**src/rtl/deskew_ctrl_if.sv**
```systemverilog
// deskew_ctrl_if: lane status in, window/read/flush/status out between the deskew
// sequencer (master) and the lane FIFOs (slave).
interface deskew_ctrl_if #(parameter int NUM_LANES = 4);
    logic                 sym_lock;
    logic [NUM_LANES-1:0] fifo_not_empty;
    logic [2:0]           window_cnt;
    logic                 r_en;
    logic                 lane_flush;
    logic                 deskew_done;
    logic                 deskew_err;
    logic [7:0]           err_cnt;
    modport master (
        input  sym_lock, fifo_not_empty,
        output window_cnt, r_en, lane_flush, deskew_done, deskew_err, err_cnt
    );
    modport slave (
        output sym_lock, fifo_not_empty,
        input  window_cnt, r_en, lane_flush, deskew_done, deskew_err, err_cnt
    );
endinterface

```
**src/rtl/deskew_ctrl.sv**
```systemverilog
// deskew_ctrl: sequences lane deskew FIFOs through flush, write window, alignment and run.
// Define DESKEW_ERR_CNT_EN to build the saturating skew-violation counter; otherwise err_cnt is 0.
module deskew_ctrl #(
    parameter int NUM_LANES = 4,
    parameter int MAX_SKEW  = 3
) (
    input logic           clk_r_local,
    input logic           rst,
    deskew_ctrl_if.master bus
);
    localparam logic [2:0] IDLE   = 3'd0;
    localparam logic [2:0] WINDOW = 3'd1;
    localparam logic [2:0] ALIGN  = 3'd2;
    localparam logic [2:0] RUN    = 3'd3;
    localparam logic [2:0] ERROR  = 3'd4;
    localparam logic [2:0] SKEW_MAX = 3'(MAX_SKEW);
    logic [2:0]           state, skew, window_cnt;
    logic [NUM_LANES-1:0] fne;
    logic                 err_phase, done, err_pulse;
    logic                 all_full, all_empty, active, partial, skew_err, err_set;
    assign fne       = bus.fifo_not_empty;
    assign all_full  = &fne;
    assign all_empty = ~|fne;
    assign active    = state == ALIGN || state == RUN;
    assign partial   = !all_full && !all_empty;
    assign skew_err  = active && partial && skew >= SKEW_MAX;
    // loss of lock outranks a skew violation in the same cycle
    assign err_set   = skew_err && bus.sym_lock;
    assign bus.r_en        = active && all_full;
    assign bus.lane_flush  = state == IDLE || state == ERROR;
    assign bus.window_cnt  = window_cnt;
    assign bus.deskew_done = done;
    assign bus.deskew_err  = err_pulse;
    always_ff @(posedge clk_r_local) begin
        if (rst) begin
            state      <= IDLE;
            window_cnt <= 3'd0;
            skew       <= 3'd0;
            done       <= 1'b0;
            err_pulse  <= 1'b0;
            err_phase  <= 1'b0;
        end else begin
            err_pulse <= 1'b0;
            err_phase <= 1'b0;
            skew      <= active && partial ? skew + 3'd1 : 3'd0;
            if (!bus.sym_lock && state != IDLE) begin
                state      <= IDLE;
                window_cnt <= 3'd0;
                done       <= 1'b0;
            end else begin
                case (state)
                    IDLE: begin
                        window_cnt <= 3'd0;
                        done       <= 1'b0;
                        if (bus.sym_lock) state <= WINDOW;
                    end
                    WINDOW: begin
                        window_cnt <= window_cnt + 3'd1;
                        if (window_cnt == 3'd3) state <= ALIGN;
                    end
                    ALIGN, RUN: begin
                        if (err_set) begin
                            state      <= ERROR;
                            err_pulse  <= 1'b1;
                            window_cnt <= 3'd0;
                            done       <= 1'b0;
                        end else if (bus.r_en) begin
                            state <= RUN;
                            done  <= 1'b1;
                        end
                    end
                    ERROR: begin
                        err_phase <= 1'b1;
                        if (err_phase) state <= IDLE;
                    end
                    default: state <= IDLE;
                endcase
            end
        end
    end
`ifdef DESKEW_ERR_CNT_EN
    logic [7:0] err_cnt;
    always_ff @(posedge clk_r_local) begin
        if (rst) err_cnt <= 8'd0;
        else if (err_set && err_cnt != 8'hFF) err_cnt <= err_cnt + 8'd1;
    end
    assign bus.err_cnt = err_cnt;
`else
    assign bus.err_cnt = 8'd0;
`endif
endmodule

```
**src/flat_wrapper.sv**
```systemverilog
// flat-port wrapper written by rule: the top's interface ports become plain ports
module deskew_ctrl_flat 
#(
    parameter int NUM_LANES = 4,
    parameter int MAX_SKEW  = 3
)
  (clk_r_local, rst, bus_sym_lock, bus_fifo_not_empty, bus_window_cnt, bus_r_en, bus_lane_flush, bus_deskew_done, bus_deskew_err, bus_err_cnt);
  deskew_ctrl_if #(.NUM_LANES(NUM_LANES)) bus_i ();
  input logic clk_r_local;
  input logic rst;
  input wire logic [$bits(bus_i.sym_lock)-1:0] bus_sym_lock;
  input wire logic [$bits(bus_i.fifo_not_empty)-1:0] bus_fifo_not_empty;
  output wire logic [$bits(bus_i.window_cnt)-1:0] bus_window_cnt;
  output wire logic [$bits(bus_i.r_en)-1:0] bus_r_en;
  output wire logic [$bits(bus_i.lane_flush)-1:0] bus_lane_flush;
  output wire logic [$bits(bus_i.deskew_done)-1:0] bus_deskew_done;
  output wire logic [$bits(bus_i.deskew_err)-1:0] bus_deskew_err;
  output wire logic [$bits(bus_i.err_cnt)-1:0] bus_err_cnt;
  assign bus_i.sym_lock = bus_sym_lock;
  assign bus_i.fifo_not_empty = bus_fifo_not_empty;
  assign bus_window_cnt = bus_i.window_cnt;
  assign bus_r_en = bus_i.r_en;
  assign bus_lane_flush = bus_i.lane_flush;
  assign bus_deskew_done = bus_i.deskew_done;
  assign bus_deskew_err = bus_i.deskew_err;
  assign bus_err_cnt = bus_i.err_cnt;
  deskew_ctrl #(.NUM_LANES(NUM_LANES), .MAX_SKEW(MAX_SKEW)) u_core (.clk_r_local(clk_r_local), .rst(rst), .bus(bus_i));
endmodule
```
**config.mk**
```make
export PLATFORM = sky130hd
export DESIGN_NAME = deskew_ctrl_flat
export DESIGN_NICKNAME = d
export VERILOG_FILES = /design/src/rtl/deskew_ctrl_if.sv /design/src/rtl/deskew_ctrl.sv /design/src/flat_wrapper.sv
export SDC_FILE = /design/constraint.sdc
export NUM_CORES = 1
export LEC_CHECK = 0
export ABC_AREA = 1
export CAP_MARGIN = 20
export CORE_MARGIN = 4
export CORE_UTILIZATION = 47
export CTS_CLUSTER_SIZE = 25
export DETAILED_ROUTE_END_ITERATION = 8
export PLACE_DENSITY = 0.81
export SYNTH_ARGS = -nofsm -noshare
export SYNTH_HDL_FRONTEND = slang
export SYNTH_SLANG_ARGS = --single-unit
export TNS_END_PERCENT = 50
```
**constraint.sdc**
```tcl
create_clock -name clk_r_local -period 2.5 [get_ports clk_r_local]
set_input_delay 0.5 -clock clk_r_local [delete_from_list [all_inputs] [get_ports clk_r_local]]
set_output_delay 0.5 -clock clk_r_local [all_outputs]
set_load 0.02 [all_outputs]
```
---- After elaboration in Yosys (flattened, before gate mapping) ----
Cells that the tools add are included.
operators by class
  equal/unequal tests ..................... 10
  $lt $le $gt $ge ......................... 1
  reductions and logical operators ........ 23
  add/sub/neg operators ................... 2
  bitwise gates (word level) .............. 2
  muxes and demuxes ....................... 13
operators with widths
  cell                 number
  $mux 3               6
  $pmux 3 s4           1
  $eq 3x2->1 const B   3
  $pmux 3 s3           1
  $reduce_and 4->1     2
  $add 3x1->3 const B  2
  $logic_and 1x1->1    6
  $ne 2x1->1 const B   3
  $reduce_bool 3->1    2
  $reduce_or 2->1      3
  $mux 1               4
  $reduce_and 2->1     2
  $reduce_or 4->1      1
  $eq 3x1->1 const B   1
  $eq 3x3->1 const B   1
  $ge 3x2->1 const B   1
  $logic_not 3->1      1
  $ne 3x2->1 const B   1
  $reduce_or 3->1      1
  $logic_not 1->1      2
  $logic_or 1x1->1     2
  $ne 2x2->1 const B   1
  $not 1->1            2
  $pmux 1 s2           1
  $reduce_bool 2->1    1
word-level totals
  register bits after elaboration ......... 12
  bits of input ports ..................... 7
  output and inout bits ................... 15
  word-level logic and storage cells ...... 57

---- Depth between registers and ports, before layout ----
  depth after elaboration ................. 8
  gate-level depth with buffers ........... 10
  depth with buffers taken out ............ 10

---- Worst setup path after synthesis ----
OpenSTA, ideal clock, no wires.
  path type ............................... input to output
  start point ............................. input bus_fifo_not_empty[2]
  end point ............................... output bus_r_en
  slack ................................... 1.052 ns
  buffers on the path ..................... 0
  stages .................................. 4
  arrival ................................. 0.948 ns
  cells stage by stage .................... nand2_1 -> inv_1 -> nand2_1 -> nor2_1
between the ends
  longest elaborated chain between the ends .. 2
ends and longest elaborated chain
  what               RTL line            source
  start, declared    flat_wrapper.sv:12  input wire logic [$bits(bus_i.fifo_not_empty)-1:0] bus_fifo_not_empty;
  $reduce_and 4->1   deskew_ctrl.sv:22   assign all_full = &fne;
  $logic_and 1x1->1  deskew_ctrl.sv:29   assign bus.r_en = active && all_full;
  end, declared      flat_wrapper.sv:14  output wire logic [$bits(bus_i.r_en)-1:0] bus_r_en;
Every way passes these cells.

---- Worst setup path in the final report ----
Same ends and word-level chain as after synthesis.

==> flow_summary.ini <==
[status]
status = finished clean

[worst_setup_path]
crit_slowest_cell = clkdlybuf4s50_1
r2r_start = u_core.skew[0]
crit_type = primary input to output port
ff2ff_path_depth = 10
crit_fanout = 3
max_stage_delay_ns = 0.60
cp_data_arrival_time_ns = 1.89
cp_cell_sequence = clkdlybuf4s50_1 > nand2_1 > inv_1 > nand2_1 > nor2_1 > clkdlybuf4s50_1
start_kind = primary input
rrSetupSlack_ns = 1.05
r2r_end = u_core.state[0]
critPathCaptureType = output port
required_ns = 2.00

[placement]
placed_cells = 123
gp_congestion = 0.907
io_buffers = 13
dp_slack_ns = 0.102
hpwl_um = 1050

[power]
powerDensity_nw_per_um2 = 787
ir_drop_mv = 0.544
power.switching_mw = 0.261
combPwrFrac = 0.452
p_clk_frac = 0.170
seqPwrFrac = 0.378
intPower_mw = 0.395
p_sw_frac = 0.398
p_leak_nw = 0.417

[logic_synthesis]
ys_seq_area_frac = 0.345
yosysUniqueCellTypes = 22
syn_area_per_cell_um2 = 7.25
synth-seq-cells = 12
synth_cells = 96
synth_warnings = 0
synthesis.area_um2 = 696

[sta]
min_period_over_period = 0.957
finalClockSkew_ns = 0.00161
grt_setup_unrepaired = no
layout_setup_ws_ns = 0.108
fmax_ghz = 0.418
hold_viol_final = 0
finalMaxSlewViolations = 0
final.min_clock_period_ns = 2.39
tns_ns = 0
finalSetupViolCount = 0

[final_layout]
n_antenna_cell = 0
instances_no_fill = 126
nFillCells = 134
final_core_utilization = 0.617
areaGrowthSynthToFinish_pct = 19.8
seq_area_um2 = 240
nNetsFinal = 124
drive_gt1_frac = 0.117
multi_input_area_um2 = 354

[die]
die_area_um2 = 2160
coreArea_um2 = 1350
io_pins = 22
die_x_um = 46.5
die-height_um = 46.5
initial_utilization = 0.515
fp-row-count = 13

[hold_path]
min_to = u_core.skew[0]
hold_depth = 1
hp-start = u_core.skew[0]
hp-class = register to register

[clock_network]
cts-resized-gates = 0
cts.sinks = 12
tritoncts = done
hold_buffers = 0
post_cts_buffers = 0
cts.path.max_buffers = 2
cts_buffers = 3
root_buffer = clkbuf_4
insertion_delay_ns = 0.27
path_clk_slew_ns = 0.06
htreeDepth = 1

[route]
vias = 593
wl_um = 1250
firstDrtPassIters = 4
drt-vias-per-instance = 4.71
drc = 0
wire_per_inst_um = 9.92
antenna_left = 0
drtIter0Drc = 12

[run]
drv_cap = 0

[global_route]
grt_pass1_wl_um = 2250
grt_max_degree = 8
grt_pass1_vias = 566
grtUsageTotal = 0.148
antenna_found_initial = 0
grt_overflow = 0
==> through the flow <==
stage               hold slack (ns)  area, um2  total power [mW]
global placement              0.435        811             0.544
CTS                           0.459        833             0.662
detailed placement            0.444        811             0.549
global route                  0.496        833             0.719
finish                        0.455        833             0.656
floorplan                     0.417        722             0.475
==> cells in the final DEF, fill, tap and decap left out, drive strengths merged <==
cell type / count
nand2: 18
or2: 1
inv: 18
ha: 4
o21bai: 1
nand4: 1
nand3b: 1
o21ai: 2
conb: 8
nor2: 13
clkdlybuf4s50: 13
clkbuf: 3
dfxtp: 12
a21oi: 6
nand3: 9
a211oi: 1
==> critical path: cells and delay by family <==
| kind | cells | cell delay (ns) |
|---|---|---|
| buffers and inverters | 3 | 1.13 |
| AND/OR/NAND/NOR | 3 | 0.25 |
==> layout make-up <==
| class | instances | share of cell area |
|---|---|---|
| sequential | 12 | 0.288 |
| multi-input combinational | 65 | 0.425 |
| clock buffer | 3 | 0.0270 |
| tap | 15 | 0.0225 |
| timing repair buffer | 13 | 0.156 |
| inverter | 18 | 0.0811 |
==> power by group through the flow <==
stage	combinational [mW]	sequential [mW]	clock [mW]
after floorplan	0.218	0.257	0
after global placement	0.293	0.251	0
after detailed placement	0.296	0.252	0
after CTS	0.298	0.248	0.115
after global routing	0.341	0.254	0.124
final	0.297	0.248	0.112
==> synth_stat cells, drive strengths merged <==
cell     n  area (um2)
nand3b   1        7.51
o21ai    2        10.0
nor2    13        61.3
conb     1        3.75
ha       4        50.1
o21bai   1        18.8
nand4    1        6.26
nand3    9        50.1
dfxtp   12         240
nand2   18        72.6
or2      1        6.26
buf      8        60.1
a211oi   1        7.51
inv     18        67.6
a21oi    6        33.8
==> registers in the layout, summed over array words and instances (netlist names) <==
signal                  flops
u_core.skew                 3
u_core.err_phase            1
u_core.bus.deskew_done      1
u_core.state                3
u_core.bus.deskew_err       1
u_core.bus.window_cnt       3
==> cell families (layout without fill, tap and decap cells) <==
logic type | Yosys count | after routing | synth area share
simple gates | 43 | 43 | 0.293
flops | 12 | 12 | 0.345
other cells | 1 | 8 | 0.00539
buf+inv | 26 | 34 | 0.183
compound gates | 10 | 10 | 0.101
fa+ha+maj | 4 | 4 | 0.0719
==> worst max path at each step <==
stage / depth (start not counted) / slack [ns] / endpoint / from
2_1_floorplan: 4 / 1.05 / bus_r_en / bus_fifo_not_empty[2]
3_3_place_gp: 6 / 0.15 / bus_r_en / bus_fifo_not_empty[0]
3_5_place_dp: 6 / 0.10 / bus_r_en / bus_fifo_not_empty[2]
4_1_cts: 6 / 0.1 / bus_r_en / bus_fifo_not_empty[2]
5_1_grt: 6 / 0.007 / bus_r_en / bus_fifo_not_empty[0]
6_report: 6 / 0.11 / bus_r_en / bus_fifo_not_empty[2]
==> per-layer routing <==
metal / share of wire / GRT usage
met1: 0.43 / 0.171
met5: 0 / 0
met4: 0.0080 / 0.0568
met3: 0.089 / 0.0742
met2: 0.47 / 0.231
Power figures use the tool's default switching activity.
